<file path="src/rtl/hazard_pkg.sv">
`default_nettype none
// ============================================================================
//  Module      : hazard_pkg
//  Description : Shared constants for the RV32 pipeline hazard controller:
//                forwarding-select codes, FSM state encodings and the
//                shadow-record width.
//  Revision    : 1.0  initial release
// ============================================================================
package hazard_pkg;

   // EX operand source selects
   localparam logic [1:0] FWD_RF  = 2'b00;
   localparam logic [1:0] FWD_MEM = 2'b01;
   localparam logic [1:0] FWD_WB  = 2'b10;

   // Flush sequencer states
   localparam logic [0:0] S_RUN   = 1'b0;
   localparam logic [0:0] S_FLUSH = 1'b1;

   // Shadow record for the default register-index width: four flag bits
   // (valid, we, is_load, one spare) plus rd, rs1 and rs2.
   localparam int REG_ADDR_W_DEF = 5;
   localparam int SHADOW_W       = 4 + 3 * REG_ADDR_W_DEF;

endpackage : hazard_pkg
`default_nettype wire

</file>
<file path="src/rtl/hazard_fwd_unit.sv">
`default_nettype none
// ============================================================================
//  Module      : hazard_fwd_unit
//  Description : Combinational operand-forwarding select for one EX source
//                register. The younger MEM-stage producer beats the WB-stage
//                producer; x0 never forwards.
//  Ports       : rs                        source index of the EX instruction
//                mem_valid/mem_we/mem_rd   MEM-stage shadow record
//                wb_valid/wb_we/wb_rd      WB-stage shadow record
//                fwd_sel                   FWD_RF / FWD_MEM / FWD_WB
//  Revision    : 1.0  initial release
// ============================================================================
module hazard_fwd_unit
   import hazard_pkg::*;
#(
   parameter int REG_ADDR_W = 5
) (
   input  logic [REG_ADDR_W-1:0] rs,
   input  logic                  mem_valid,
   input  logic                  mem_we,
   input  logic [REG_ADDR_W-1:0] mem_rd,
   input  logic                  wb_valid,
   input  logic                  wb_we,
   input  logic [REG_ADDR_W-1:0] wb_rd,
   output logic [1:0]            fwd_sel
);

   logic w_mem_hit;
   logic w_wb_hit;

   assign w_mem_hit = mem_valid & mem_we & (mem_rd != '0) & (mem_rd == rs);
   assign w_wb_hit  = wb_valid  & wb_we  & (wb_rd  != '0) & (wb_rd  == rs);

   always_comb begin
      fwd_sel = FWD_RF;
      if (w_mem_hit) begin
         fwd_sel = FWD_MEM;
      end else if (w_wb_hit) begin
         fwd_sel = FWD_WB;
      end
   end

endmodule : hazard_fwd_unit
`default_nettype wire

</file>
<file path="src/rtl/hazard_ctrl.sv">
`default_nettype none
// ============================================================================
//  Module      : hazard_ctrl
//  Description : Pipeline control for the 5-stage RV32 core. Produces PC /
//                IF-DEC / DEC-EX stall and flush controls plus EX operand
//                forwarding selects, from a private shadow of the EX, MEM and
//                WB stage contents. Sequences EX redirects, load-use hazards
//                and data-memory wait states (freeze).
//  Ports       : clk, rst (async, active high)
//                dec_*            decoded fields of the instruction in DEC
//                redirect_ex      branch taken / jump resolved in EX
//                mem_busy         data memory wait state, freezes everything
//                stall_if/dec/ex  hold PC, IF/DEC, DEC/EX + EX/MEM
//                flush_dec/ex     insert bubble into IF/DEC, DEC/EX
//                fwd_a/b_sel      EX operand A/B source
//                perf_*_cnt       saturating counters (HAZARD_PERF_CNT_EN)
//  Options     : define HAZARD_PERF_CNT_EN to add the performance counters.
//  Revision    : 1.0  initial release
// ============================================================================
module hazard_ctrl
   import hazard_pkg::*;
#(
   parameter int REG_ADDR_W  = 5,
   parameter int FLUSH_EXTRA = 0,
   parameter int PERF_W      = 32
) (
   input  logic                  clk,
   input  logic                  rst,
   input  logic                  dec_valid,
   input  logic [REG_ADDR_W-1:0] rs1_dec,
   input  logic [REG_ADDR_W-1:0] rs2_dec,
   input  logic                  rs1_used_dec,
   input  logic                  rs2_used_dec,
   input  logic [REG_ADDR_W-1:0] rd_dec,
   input  logic                  rf_we_dec,
   input  logic                  is_load_dec,
   input  logic                  redirect_ex,
   input  logic                  mem_busy,
   output logic                  stall_if,
   output logic                  stall_dec,
   output logic                  stall_ex,
   output logic                  flush_dec,
   output logic                  flush_ex,
   output logic [1:0]            fwd_a_sel,
`ifdef HAZARD_PERF_CNT_EN
   output logic [1:0]            fwd_b_sel,
   output logic [PERF_W-1:0]     perf_stall_cnt,
   output logic [PERF_W-1:0]     perf_flush_cnt
`else
   output logic [1:0]            fwd_b_sel
`endif
);

   // MEM and WB only ever act as forwarding producers, so they keep just the
   // destination fields; EX keeps everything needed for load-use and
   // forwarding lookups.
   typedef struct packed {
      logic                  valid;
      logic                  we;
      logic                  is_load;
      logic [REG_ADDR_W-1:0] rd;
      logic [REG_ADDR_W-1:0] rs1;
      logic [REG_ADDR_W-1:0] rs2;
   } ex_rec_t;

   typedef struct packed {
      logic                  valid;
      logic                  we;
      logic [REG_ADDR_W-1:0] rd;
   } dst_rec_t;

   localparam logic [1:0] c_flush_reload = 2'(FLUSH_EXTRA);
   localparam bit         c_has_extra    = (FLUSH_EXTRA > 0);

   ex_rec_t    ex_q,   ex_d;
   dst_rec_t   mem_q,  mem_d;
   dst_rec_t   wb_q,   wb_d;
   logic [0:0] state_q, state_d;
   logic [1:0] flush_cnt_q, flush_cnt_d;
   logic       run_q;

   logic       w_frz;
   logic       w_redirect;
   logic       w_redir;
   logic       w_lu;
   logic       w_stall_fe;
   logic       w_flush_ex;
   logic [1:0] w_fwd_a;
   logic [1:0] w_fwd_b;

   // run_q is low during reset and for the first cycle after release; every
   // control term is qualified with it so all outputs stay 0 in that window
   // and the shadow simply follows an unstalled pipeline.
   always_ff @(posedge clk or posedge rst) begin
      if (rst) begin
         run_q <= 1'b0;
      end else begin
         run_q <= 1'b1;
      end
   end

   // ---------------------------------------------------------------- hazards
   assign w_frz      = run_q & mem_busy;
   assign w_redirect = run_q & redirect_ex;
   assign w_redir    = w_redirect & ~w_frz;

   assign w_lu = run_q & dec_valid & ex_q.valid & ex_q.is_load & ex_q.we
               & (ex_q.rd != '0)
               & ((rs1_used_dec & (rs1_dec == ex_q.rd))
                | (rs2_used_dec & (rs2_dec == ex_q.rd)));

   // A redirect kills the stalled DEC instruction anyway, so it overrides the
   // load-use stall; a freeze overrides both.
   assign w_stall_fe = w_frz | (w_lu & ~w_redirect);
   assign w_flush_ex = ~w_frz & (w_redirect | w_lu);

   assign stall_ex  = w_frz;
   assign stall_if  = w_stall_fe;
   assign stall_dec = w_stall_fe;
   assign flush_ex  = w_flush_ex;
   assign flush_dec = ~w_frz & (w_redirect | (state_q == S_FLUSH));

   // ---------------------------------------------------------- shadow advance
   always_comb begin
      ex_d  = ex_q;
      mem_d = mem_q;
      wb_d  = wb_q;
      if (!w_frz) begin
         wb_d  = mem_q;
         mem_d = '{valid: ex_q.valid, we: ex_q.we, rd: ex_q.rd};
         if (w_flush_ex || !dec_valid) begin
            ex_d = '0;
         end else begin
            ex_d = '{valid:   1'b1,
                     we:      rf_we_dec,
                     is_load: is_load_dec,
                     rd:      rd_dec,
                     rs1:     rs1_dec,
                     rs2:     rs2_dec};
         end
      end
   end

   // -------------------------------------------------------- flush sequencer
   // flush_cnt counts the extra flush_dec cycles still owed after the
   // redirect cycle itself; leaving S_FLUSH on the last one.
   always_comb begin
      state_d     = state_q;
      flush_cnt_d = flush_cnt_q;
      case (state_q)
         S_RUN: begin
            if (w_redir && c_has_extra) begin
               state_d     = S_FLUSH;
               flush_cnt_d = c_flush_reload;
            end
         end
         S_FLUSH: begin
            if (w_redir) begin
               flush_cnt_d = c_flush_reload;
            end else if (!w_frz) begin
               if (flush_cnt_q == 2'd1) begin
                  state_d     = S_RUN;
                  flush_cnt_d = 2'd0;
               end else begin
                  flush_cnt_d = flush_cnt_q - 2'd1;
               end
            end
         end
         default: begin
            state_d     = S_RUN;
            flush_cnt_d = 2'd0;
         end
      endcase
   end

   always_ff @(posedge clk or posedge rst) begin
      if (rst) begin
         ex_q        <= '0;
         mem_q       <= '0;
         wb_q        <= '0;
         state_q     <= S_RUN;
         flush_cnt_q <= 2'd0;
      end else begin
         ex_q        <= ex_d;
         mem_q       <= mem_d;
         wb_q        <= wb_d;
         state_q     <= state_d;
         flush_cnt_q <= flush_cnt_d;
      end
   end

   // ------------------------------------------------------------- forwarding
   hazard_fwd_unit #(
      .REG_ADDR_W (REG_ADDR_W)
   ) u_fwd_a (
      .rs        (ex_q.rs1),
      .mem_valid (mem_q.valid),
      .mem_we    (mem_q.we),
      .mem_rd    (mem_q.rd),
      .wb_valid  (wb_q.valid),
      .wb_we     (wb_q.we),
      .wb_rd     (wb_q.rd),
      .fwd_sel   (w_fwd_a)
   );

   hazard_fwd_unit #(
      .REG_ADDR_W (REG_ADDR_W)
   ) u_fwd_b (
      .rs        (ex_q.rs2),
      .mem_valid (mem_q.valid),
      .mem_we    (mem_q.we),
      .mem_rd    (mem_q.rd),
      .wb_valid  (wb_q.valid),
      .wb_we     (wb_q.we),
      .wb_rd     (wb_q.rd),
      .fwd_sel   (w_fwd_b)
   );

   assign fwd_a_sel = ex_q.valid ? w_fwd_a : FWD_RF;
   assign fwd_b_sel = ex_q.valid ? w_fwd_b : FWD_RF;

`ifdef HAZARD_PERF_CNT_EN
   // --------------------------------------------------- performance counters
   logic [PERF_W-1:0] perf_stall_q, perf_stall_d;
   logic [PERF_W-1:0] perf_flush_q, perf_flush_d;

   always_comb begin
      perf_stall_d = perf_stall_q;
      perf_flush_d = perf_flush_q;
      if (w_stall_fe && (perf_stall_q != '1)) begin
         perf_stall_d = perf_stall_q + 1'b1;
      end
      if (w_redir && (perf_flush_q != '1)) begin
         perf_flush_d = perf_flush_q + 1'b1;
      end
   end

   always_ff @(posedge clk or posedge rst) begin
      if (rst) begin
         perf_stall_q <= '0;
         perf_flush_q <= '0;
      end else begin
         perf_stall_q <= perf_stall_d;
         perf_flush_q <= perf_flush_d;
      end
   end

   assign perf_stall_cnt = perf_stall_q;
   assign perf_flush_cnt = perf_flush_q;
`endif

endmodule : hazard_ctrl
`default_nettype wire

</file>
<file path="config.mk">
export PLATFORM = sky130hd
export DESIGN_NAME = hazard_ctrl
export DESIGN_NICKNAME = d
export VERILOG_FILES = /design/src/rtl/hazard_pkg.sv /design/src/rtl/hazard_fwd_unit.sv /design/src/rtl/hazard_ctrl.sv
export SDC_FILE = /design/constraint.sdc
export NUM_CORES = 1
export LEC_CHECK = 0
export ABC_AREA = 0
export BUFFER_PORTS_ARGS = -buffer_cell sky130_fd_sc_hd__buf_2
export CORE_MARGIN = 1
export CORE_UTILIZATION = 57
export DETAILED_ROUTE_END_ITERATION = 10
export PLACE_DENSITY = 0.81
export REMOVE_ABC_BUFFERS = 1
export SLEW_MARGIN = 20
export SYNTH_ARGS = -nofsm -noshare
export SYNTH_HDL_FRONTEND = slang
export SYNTH_SLANG_ARGS = --single-unit
</file>
<file path="constraint.sdc">
create_clock -name clk -period 5 [get_ports clk]
set_input_delay 0.25 -clock clk [delete_from_list [all_inputs] [get_ports clk]]
set_output_delay 0.25 -clock clk [all_outputs]
set_load 0.01 [all_outputs]
</file>
* Yosys cells after proc, flatten, opt, wreduce, memory -nomap -nowiden
Cells that the tools add are included.
Word-level totals: register bits 36, input bits 24, word-level logic and storage cells 72, output and inout bits 9
Cells by class: reduce and logical (&&, ||, !) cells 6, $add $sub $neg 1, multiplexer cells 14, bitwise logic cells 28, equality and inequality tests 8
Operators with widths (number):
- 5-bit == test | 6
- 1-bit AND | 22
- 18-bit two-way mux | 1
- 2-bit two-way mux | 9
- 5-bit nonzero test | 3
- 1-bit two-way mux | 4
- 1-bit OR | 4
- 2-bit by 1-bit == test with 1-bit output, second input constant | 1
- 2-bit by 1-bit inequality test with 1-bit output, second input constant | 1
- 1-bit NOT | 2
- 2-bit AND reduction | 1
- 2-bit by 1-bit subtractor with 2-bit output, second input constant | 1
- 1-bit zero test | 1
- 1-bit logical OR | 1

* Longest topological paths before layout
Gate-level depths: netlist of the first run.
depth after elaboration 10, depth in mapped cells 6, mapped depth without buffers 4

* By module
From an unflattened synthesis of the first run, not the netlist that was laid out.
Unflattened totals: cells, all modules 226, area, all modules 2057.0 um^2
Modules (own cells, without submodules):
- hazard_ctrl | instances 1, sequential area each 900.9 um^2, area an instance 1726.7 um^2, cells an instance 186
- hazard_fwd_unit | instances 2, sequential area each 0.0 um^2, area an instance 165.2 um^2, cells an instance 20

* Worst setup path before layout of the first run
OpenSTA, ideal clock, no wires.
path type flip-flop to output port, from register ex_q[12] (netlist bit), to output port stall_if, stages on the path, launching flop included 7, slack 3.093 ns, arrival time 1.657 ns, required time 4.750 ns, buffers on the path 2, cells stage by stage dfrtp_1 -> or4_1 -> o211ai_2 -> buf_6 -> nor2_1 -> a21o_1 -> buf_4
Between the ends: cells in the longest elaborated chain, start to end 6, elaborated cells between the ends (all ways) 10, those cells by class eq/ne: 2; bitwise: 7; reduce/logical: 1
Ends and longest elaborated chain:
- start: declaration | RTL line hazard_ctrl.sv:75 | ex_rec_t ex_q, ex_d;
- start signal: assignment | RTL line hazard_ctrl.sv:178 | ex_q <= '0;
- start signal: assignment | RTL line hazard_ctrl.sv:184 | ex_q <= ex_d;
- 5-bit == test (on tied branches) | RTL line hazard_ctrl.sv:109, hazard_ctrl.sv:110
- 1-bit AND (on tied branches) | RTL line hazard_ctrl.sv:109, hazard_ctrl.sv:110
- 1-bit OR | RTL line hazard_ctrl.sv:110 | | (rs2_used_dec & (rs2_dec == ex_q.rd)));
- 1-bit AND * | RTL line hazard_ctrl.sv:109 | & ((rs1_used_dec & (rs1_dec == ex_q.rd))
- 1-bit AND * | RTL line hazard_ctrl.sv:114 | assign w_stall_fe = w_frz | (w_lu & ~w_redirect);
- 1-bit OR * | RTL line hazard_ctrl.sv:114
- end: declaration | RTL line hazard_ctrl.sv:39 | output logic stall_if,
Mark *: on every way between the ends. The rest lies on a longest branch, timed or not.

* Worst setup path after layout of the first run
from register ex_q[13] (netlist bit), to output port stall_dec
Between the ends: cells in the longest elaborated chain, start to end 6, elaborated cells between the ends (all ways) 10, those cells by class eq/ne: 2; bitwise: 7; reduce/logical: 1
Ends and longest elaborated chain:
- 5-bit == test (on tied branches) | RTL line hazard_ctrl.sv:109, hazard_ctrl.sv:110
- 1-bit AND (on tied branches) | RTL line hazard_ctrl.sv:109, hazard_ctrl.sv:110
- 1-bit OR | RTL line hazard_ctrl.sv:110
- 1-bit AND * | RTL line hazard_ctrl.sv:109
- 1-bit AND * | RTL line hazard_ctrl.sv:114
- 1-bit OR * | RTL line hazard_ctrl.sv:114
- end: declaration | RTL line hazard_ctrl.sv:40 | output logic stall_dec,
Marks and branches as above.

==> results by group, run 1 <==
Timing
  • Final Hold Viols: 0
  • Final setup viols: 0
  • RSZ-0062 raised after global routing: false
  • Final period util: 54.9%
  • Setup TNS Final: 0 ns
  • Slew @ Worst Pin: 1.10 ns
  • Tmin final: 2.75 ns
  • Worst Skew: 0.00611 ns
  • Pins Over Slew Limit: 0
  • Slew HR: 26.7%
  • F_max: 364 MHz

CTS
  • Reg clk slew, reported paths: 0.10 ns
  • Clk_lat worst skew: 0.34 ns
  • CTS root buf: clkbuf_4
  • H-tree Lvls: 2
  • CTS tree: built
  • Post-cts repair resize count: 0
  • CTS Buffer Depth: 2
  • Num CTS Buffers: 5
  • Clock sink count: 36

Min path
  • Worst min path class: input pin to register
  • Hold depth: 3
  • Start point of the worst hold path: rd_dec[4]
  • Hold path endpoint: ex_q[14]

Synth
  • Post-synthesis compound-gate area fraction: 17.3%
  • Unique masters post-synth: 32
  • Largest family of logic cells by synthesized area: simple AND/OR/NAND/NOR gates
  • Simple-gate share of the synthesized area: 19.1%
  • Synthesized area per cell: 9.13 sq um
  • Main synth FF type: dfrtp_1
  • Top-area cell type share of the netlist area: 45.5%
  • Synth Instances: 217
  • Post-synth ARST share: 100%
  • Number of synthesized flops with an enable pin: 0
  • Post-synthesis mux area share: 0%
  • Post-Synth Adder-Cell Area: 0.631%
  • Area leader, netlist: dfrtp_1
  • Mapped cell area: 1980 sq um
  • Synth Warn #: 0
  • Post-synthesis sequential area ratio: 45.5%
  • Ranking of synthesized cells by area: dfrtp_1, nand2_1, xnor2_1
  • Area share of xor/xnor cells in the synthesized design: 13.3%
  • #FFs+latches synth: 36

Die
  • Num rows: 21
  • Die H: 61.0 microns
  • IO Pins: 33
  • Starting Density: 59.4%
  • Die area: 3720 sq um
  • Core area: 3340 sq um
  • Die W: 61.0 microns

Finish
  • Commonest non-fill, non-tap cell in the layout: nand2_1
  • # diodes: 0
  • Final core area utilization: 66.9%
  • Layout cells sized above 1: 18.2%
  • Final net count: 271
  • Layout overhead on the synthesized area: 12.6%
  • Most frequent cells in the layout: nand2_1, dfrtp_1, buf_2, o21ai_1, xnor2_1
  • Finished layout cell area: 2230 sq um

GRT
  • Largest net degree at the start of global routing: 37
  • First-pass GRT wire length: 6.94 mm
  • Antenna violations before repair: 0
  • Global Route Usage Sum: 26.3%
  • Overflow after GRT: 0
  • Vias in the first global route: 1487

Detailed routing
  • Drt pass-1 iters: 4
  • DRT iter0 DRCs: 66
  • Via Count: 1660
  • DR WL/cell: 14.3 microns
  • Avg Vias per Cell: 5.67
  • Antenna Nets Post-Route: 0
  • Post-route DRC: 0
  • Drt total wl: 4.19 mm

Power and ir drop
  • Leakage: 1.04 nW
  • Power Density: 315 nW/um^2
  • Max IR drop VDD: 0.204 mV

Critical path
  • CP Launch Point: ex_q[13]
  • Worst EP arrival: 2.50 ns
  • Slowest stage cell, crit path: o211ai_2
  • CP cell instances: or4_1 > o211ai_2 > nor2_1 > a21o_1 > buf_2
  • WP data required: 4.75 ns
  • CP endpoint kind: primary output
  • Reg-to-Reg Start: ex_q[13]
  • Worst r2r path cells: 4
  • Critical path launch point type: register
  • R2R setup slack: 2.93 ns
  • Critical path class: register to primary output
  • Max incr delay on CP: 0.66 ns
  • CP max FO: 20
  • R2r endpoint: ex_q[8]

Outcome
  • Outcome: finished clean

Placement
  • PortBufs: 32
  • Detailed Place HPWL: 2.93 mm
  • GPL Wtd Cong: 0.797
  • DP Area: 2140 sq um

Job
  • Maxcap violations: 0
## flip-flops by register name, summed over array words and instances (netlist names)
register,count
run_q,1
wb_q,7
flush_cnt_q,2
mem_q,7
state_q,1
ex_q,18
## layout make-up
| cell class | count | area [sq um] |
|---|---|---|
| Clock inverter | 2 | 35.0 |
| Multi-Input combinational cell | 165 | 1000 |
| Sequential cell | 36 | 901 |
| Clock buffer | 6 | 41.3 |
| Fill cell | 297 | 1110 |
| Tap cell | 46 | 57.6 |
| Timing Repair Buffer | 35 | 185 |
| Inverter | 3 | 11.3 |
## logic make-up (layout without fill, tap and decap cells)
family | after synthesis | in the layout
flops | 36 | 36
other cells | 1 | 1
simple gates | 86 | 86
buf+inv | 16 | 46
fa+ha+maj | 1 | 1
xor+xnor | 30 | 30
compound gates | 47 | 47
## Yosys cell counts, types with 2 or more instances
master,number
a32o_1,2
a32oi_1,17
and2_1,4
buf_2,5
buf_4,2
clkbuf_1,5
dfrtp_1,36
inv_1,2
nand2_1,64
nand3_1,3
nand4_1,2
nor2_1,3
nor3_1,2
nor4_1,2
o211ai_2,2
o21ai_1,19
or4_1,4
xnor2_1,18
xor2_1,12
## worst max path at each step
stage | endpoint | cells past startpoint
2_1_floorplan | stall_dec | 4
4_1_cts | stall_dec | 5
3_5_place_dp | stall_dec | 5
6_report | stall_dec | 5
5_1_grt | stall_dec | 5
3_3_place_gp | stall_dec | 5
## critical path, delay by kind of cell (launching register included)
kind / cells / cell delay (ns)
AOI/OAI and AO/OA: 2 / 0.88
and+or+nand+nor: 2 / 0.67
buffers and inverters: 1 / 0.14
DFF: 1 / 0.46
## where the power goes
group          total [W]  internal [W]  leakage, nW  switching [W]
Sequential      0.000368      0.000323        0.451      0.0000444
Combinational   0.000133     0.0000637        0.544      0.0000691
Clock           0.000202      0.000105       0.0422      0.0000974
## per-stage QoR
step	setup slack, ns	total power, W	hold slack (ns)	std cells
6_report	2.25	0.000703	0.146	293
5_1_grt	2.10	0.000744	0.135	293
4_1_cts	2.26	0.000706	0.140	293
3_5_place_dp	2.64	0.000505	0.371	284
3_3_place_gp	2.70	0.000500	0.376	284
2_1_floorplan	2.96	0.000459	0.377	204
## layer usage
| metal | GRT usage (%) | wire length [microns] |
|---|---|---|
| met4 | 9.09 | 74 |
| met5 | 0 | 0 |
| met2 | 39.4 | 1960 |
| met1 | 36.6 | 1970 |
| met3 | 7.89 | 188 |
## what timing repair did
| action | CTS | global route |
|---|---|---|
| hold buffers | 1 | 0 |
| setup buffers | 0 | 0 |
| endpoints found under the setup margin | 0 | 0 |
| endpoints found under the hold margin | 11 | 0 |
Note: power is estimated with default switching activity, not from simulation.
==> inputs of run 2 (changes only) <==
- CORE_UTILIZATION: 57 -> 56
- PLACE_DENSITY: 0.81 -> 0.79
- clock period: 5 -> 2.7 ns (I/O delays scaled with it)
==> results by group, run 2 (same netlist as run 1, synthesis figures left out) <==
Detailed routing
  • Drt pass-1 iters: 4
  • Post-route DRC: 0
  • Antenna Nets Post-Route: 0
  • Avg Vias per Cell: 5.62
  • DR WL/cell: 14.0 microns
  • Via Count: 1669
  • Drt total wl: 4.16 mm
  • DRT iter0 DRCs: 48

Die
  • IO Pins: 33
  • Core area: 3360 sq um
  • Die area: 3780 sq um
  • Die H: 61.5 microns
  • Die W: 61.5 microns
  • Starting Density: 58.9%
  • Num rows: 21

Job
  • Maxcap violations: 0

Timing
  • RSZ-0062 raised after global routing: false
  • Slew @ Worst Pin: 0.616 ns
  • Final Hold Viols: 0
  • Tmin final: 2.42 ns
  • Worst Skew: 0.0135 ns
  • Slew HR: 59.0%
  • Setup TNS Final: 0 ns
  • Final worst hold slack: 0.0147 ns
  • F_max: 414 MHz
  • Final period util: 89.5%
  • Final setup viols: 0
  • Pins Over Slew Limit: 0

Finish
  • Most frequent cells in the layout: nand2_1, dfrtp_1, buf_2, o21ai_1, xnor2_1
  • # diodes: 0
  • Biggest register: ex_q
  • Top flop regs: ex_q x18, mem_q x7, wb_q x7
  • Layout overhead on the synthesized area: 13.1%
  • Largest register FFs: 18
  • Final net count: 275
  • Layout cells sized above 1: 19.9%
  • Commonest non-fill, non-tap cell in the layout: nand2_1
  • Fillers: 325

Critical path
  • CP Launch Point: ex_q[12]
  • Slowest stage cell, crit path: or4_1
  • R2R setup slack: 0.65 ns
  • Critical path launch point type: register
  • Max incr delay on CP: 0.56 ns
  • CP endpoint kind: primary output
  • WP data required: 2.57 ns
  • CP max FO: 12
  • Critical path class: register to primary output
  • Reg-to-Reg Start: ex_q[12]
  • R2r endpoint: ex_q[0]
  • Worst r2r path cells: 5
  • Worst EP arrival: 2.28 ns
  • CP cell instances: or4_1 > o211ai_2 > nor2_1 > a21o_1 > buf_2
  • Setup crit end: stall_if

Power and ir drop
  • Power Density: 542 nW/um^2
  • Max IR drop VDD: 0.310 mV
  • Leakage: 1.05 nW
  • Sequential power share: 56.1%
  • Psw: 0.000394 W
  • Switching part of the total: 32.4%
  • Cell Int Power: 0.000820 W
  • Logic gate share of total power: 20.4%
  • Clock power frac: 23.5%

Outcome
  • Outcome: finished clean

GRT
  • Global Route Usage Sum: 26.2%
  • First-pass GRT wire length: 7.10 mm
  • Overflow after GRT: 0
  • Largest net degree at the start of global routing: 37
  • Vias in the first global route: 1513
  • Antenna violations before repair: 0

CTS
  • Clock sink count: 36
  • Post-cts repair resize count: 0
  • CTS Buffer Depth: 2
  • CTS tree: built
  • Num CTS Buffers: 5
  • CTS root buf: clkbuf_4
  • Reg clk slew, reported paths: 0.12 ns
  • Clk_lat worst skew: 0.35 ns
  • H-tree Lvls: 2

Placement
  • PortBufs: 32
  • Detailed Place HPWL: 3.05 mm
  • GPL Wtd Cong: 0.833

Min path
  • Worst min path class: input pin to register
-- run 2: cell count changes in the layout (fill, tap and decap cells not counted), sizes merged --
cell	before	now
buf	34	38
bufinv	1	0
clkbuf	6	5
clkinv	1	3
-- run 2: power by group through the flow --
stage / clock network [W] / registers, W / logic [W]
after floorplan: 0 / 0.000668 / 0.000181
after global placement: 0 / 0.000689 / 0.000244
after detailed placement: 0 / 0.000691 / 0.000249
after CTS: 0.000293 / 0.000681 / 0.000251
after global routing: 0.000323 / 0.000691 / 0.000282
final: 0.000285 / 0.000681 / 0.000248
-- run 2: worst min path at each step --
stage	depth (start not counted)	slack, ns	from	end
3_5_place_dp	3	0.26	rst	wb_q[5]
6_report	3	0.01	is_load_dec	ex_q[15]
3_3_place_gp	3	0.26	rst	wb_q[6]
2_1_floorplan	2	0.26	rs2_dec[0]	ex_q[0]
4_1_cts	3	0.01	is_load_dec	ex_q[15]
5_1_grt	3	0.009	rs1_dec[1]	ex_q[6]
-- run 2: timing repair --
item | in CTS | in global routing
hold buffers | 1 | 0
endpoints found under the hold margin | 36 | 0
setup buffers | 0 | 0
-- run 2: through the flow --
stage	power [W]	setup WS [ns]	cells	instance area, sq um	utilization (%)
final	0.00121	0.282	297	2240	66.6
after global routing	0.00130	0.131	297	2240	66.6
after CTS	0.00122	0.278	297	2240	66.6
after detailed placement	0.000940	0.678	288	2170	64.7
after global placement	0.000933	0.740	288	2170	64.7
after floorplan	0.000850	0.779	204	1910	-
-- run 2: final cells by class --
cell class	instances	area, sq um	share of cell area (%)
multi-input combinational	165	1000	44.6
sequential	36	901	40.2
timing repair buffer	39	215	9.60
tap	46	57.6	2.57
clock buffer	5	37.5	1.68
clock inverter	3	18.8	0.838
inverter	3	11.3	0.503
-- run 2: layer usage --
layer  track usage (%)  routed length [microns]  vias up
met1              35.9                     1950      796
met2              41.9                     2040       37
met4              7.62                       33        0
li1                  -                        -      832
met5                 0                        0        -
met3              5.67                      135        4
-- run 2: critical path, delay by kind of cell, from the launching register on --
kind	cells	cell delay [ns]
simple gates	2	0.67
buf+inv	1	0.13
flops	1	0.47
compound gates	2	0.66
==> inputs of run 3 (changes only) <==
- HOLD_SLACK_MARGIN: unset -> 0.05
==> results by group, run 3 (same netlist as run 1, synthesis figures left out) <==
Critical path
  • CP max FO: 12
  • Slowest stage cell, crit path: or4_1
  • WP data required: 2.57 ns
  • CP cell instances: or4_1 > o211ai_2 > nor2_1 > a21o_1 > buf_2
  • CP Launch Point: ex_q[12]
  • Max incr delay on CP: 0.56 ns
  • CP endpoint kind: primary output
  • Worst EP arrival: 2.31 ns
  • R2r endpoint: ex_q[0]
  • Setup crit end: stall_if
  • Critical path class: register to primary output
  • Critical path launch point type: register
  • R2R setup slack: 0.64 ns
  • Worst r2r path cells: 5
  • Reg-to-Reg Start: ex_q[12]

GRT
  • Global Route Usage Sum: 27.5%
  • Met1 Use GR: 36.6%
  • Largest net degree at the start of global routing: 37
  • GR met2 Demand/Resource: 45.8%
  • Met3 Track Usage GR: 5.67%
  • Vias in the first global route: 1578
  • Antenna violations before repair: 0
  • Grt peak-use layer: met2
  • Overflow after GRT: 0
  • First-pass GRT wire length: 7.43 mm

CTS
  • Num CTS Buffers: 5
  • CTS tree: built
  • CTS Buffer Depth: 2
  • H-tree Lvls: 2
  • Reg clk slew, reported paths: 0.11 ns
  • Clock sink count: 36
  • CTS root buf: clkbuf_4
  • Clk_lat worst skew: 0.34 ns
  • Setup Fix Bufs, Post-CTS: 0

Die
  • Die area: 3780 sq um
  • Starting Density: 58.9%
  • Core area: 3360 sq um
  • Die H: 61.5 microns
  • IO Pins: 33
  • Die W: 61.5 microns
  • Num rows: 21

Timing
  • Worst Skew: 0.0112 ns
  • RSZ-0062 raised after global routing: false
  • F_max: 410 MHz
  • Final worst hold slack: 0.0637 ns
  • Pins Over Slew Limit: 0
  • Setup TNS Final: 0 ns
  • Slew @ Worst Pin: 0.591 ns
  • Final Hold Viols: 0
  • Tmin final: 2.44 ns
  • Slew HR: 60.6%
  • Final period util: 90.4%
  • Final setup viols: 0

Finish
  • # diodes: 0
  • Multi-input gate area: 1000 sq um
  • Top flop regs: ex_q x18, mem_q x7, wb_q x7
  • Biggest register: ex_q
  • Commonest non-fill, non-tap cell in the layout: nand2_1
  • Layout overhead on the synthesized area: 21.7%
  • Layout cells sized above 1: 18.7%
  • Most frequent cells in the layout: nand2_1, dfrtp_1, buf_2, o21ai_1
  • Reg area: 901 sq um
  • Layout Cells excl Fill: 314
  • Final net count: 292
  • Largest register FFs: 18
  • Fillers: 288

Power and ir drop
  • Max IR drop VDD: 0.310 mV
  • Power Density: 512 nW/um^2
  • Leakage: 1.12 nW

Placement
  • Placed Cells incl. Taps: 288
  • PortBufs: 32
  • Detailed Place HPWL: 3.05 mm
  • GPL Wtd Cong: 0.833

Job
  • Maxcap violations: 0

Detailed routing
  • Avg Vias per Cell: 5.65
  • Via Count: 1773
  • Antenna Nets Post-Route: 0
  • Drt total wl: 4.51 mm
  • Drt pass-1 iters: 4
  • Post-route DRC: 0
  • DR WL/cell: 14.4 microns
  • DRT iter0 DRCs: 61

Outcome
  • Outcome: finished clean

Min path
  • Worst min path class: input pin to register
-- run 3: cell count changes in the layout (fill, tap and decap cells not counted) --
cell	previous run	this run
dlygate4sd3_1	1	18
-- run 3: final cells by class --
type                            count  share of cell area, %
Multi-Input combinational cell    165                   41.5
Sequential cell                    36                   37.4
Timing Repair Buffer               56                   16.0
Tap cell                           46                   2.39
Clock buffer                        5                   1.56
Clock inverter                      3                  0.778
Inverter                            3                  0.467
-- run 3: metrics by stage --
stage	utilization, %	setup WS (ns)	cell area, sq um	power, W
6_report	71.7	0.259	2410	0.00123
3_3_place_gp	64.7	0.740	2170	0.000933
5_1_grt	71.7	0.119	2410	0.00132
4_1_cts	71.7	0.278	2410	0.00124
3_5_place_dp	64.7	0.678	2170	0.000940
2_1_floorplan	-	0.779	1910	0.000850
-- run 3: critical path, delay by kind of cell, from the launching register on --
family / cells / cell delay (ns)
AO/OA/AOI/OAI: 2 / 0.68
buffers and inverters: 1 / 0.14
AND/OR/NAND/NOR: 2 / 0.67
flip-flops: 1 / 0.47
-- run 3: where the power goes --
part	switching, W	internal, W
Combinational	0.000132	0.000137
Sequential	0.0000826	0.000599
Clock	0.000184	0.0000999
-- run 3: timing repair --
action	CTS	global route
hold buffers	18	0
endpoints found under the hold margin	53	0
gates resized for setup	0	0
-- run 3: per-layer routing --
metal | part of all wire (%) | wire (microns)
met5 | 0 | 0
met4 | 0.73 | 33
met3 | 3.6 | 164
met2 | 51 | 2310
met1 | 44 | 2000
-- run 3: how the worst min path moves through the flow --
stage                           from      end  slack (ns)  depth (start not counted)
final                     rs2_dec[0]  ex_q[0]        0.06                          3
after global routing      rs2_dec[0]  ex_q[0]        0.07                          3
after CTS                 rs2_dec[0]  ex_q[0]        0.06                          3
after detailed placement         rst  wb_q[5]        0.26                          3
after global placement           rst  wb_q[6]        0.26                          3
after floorplan           rs2_dec[0]  ex_q[0]        0.26                          2
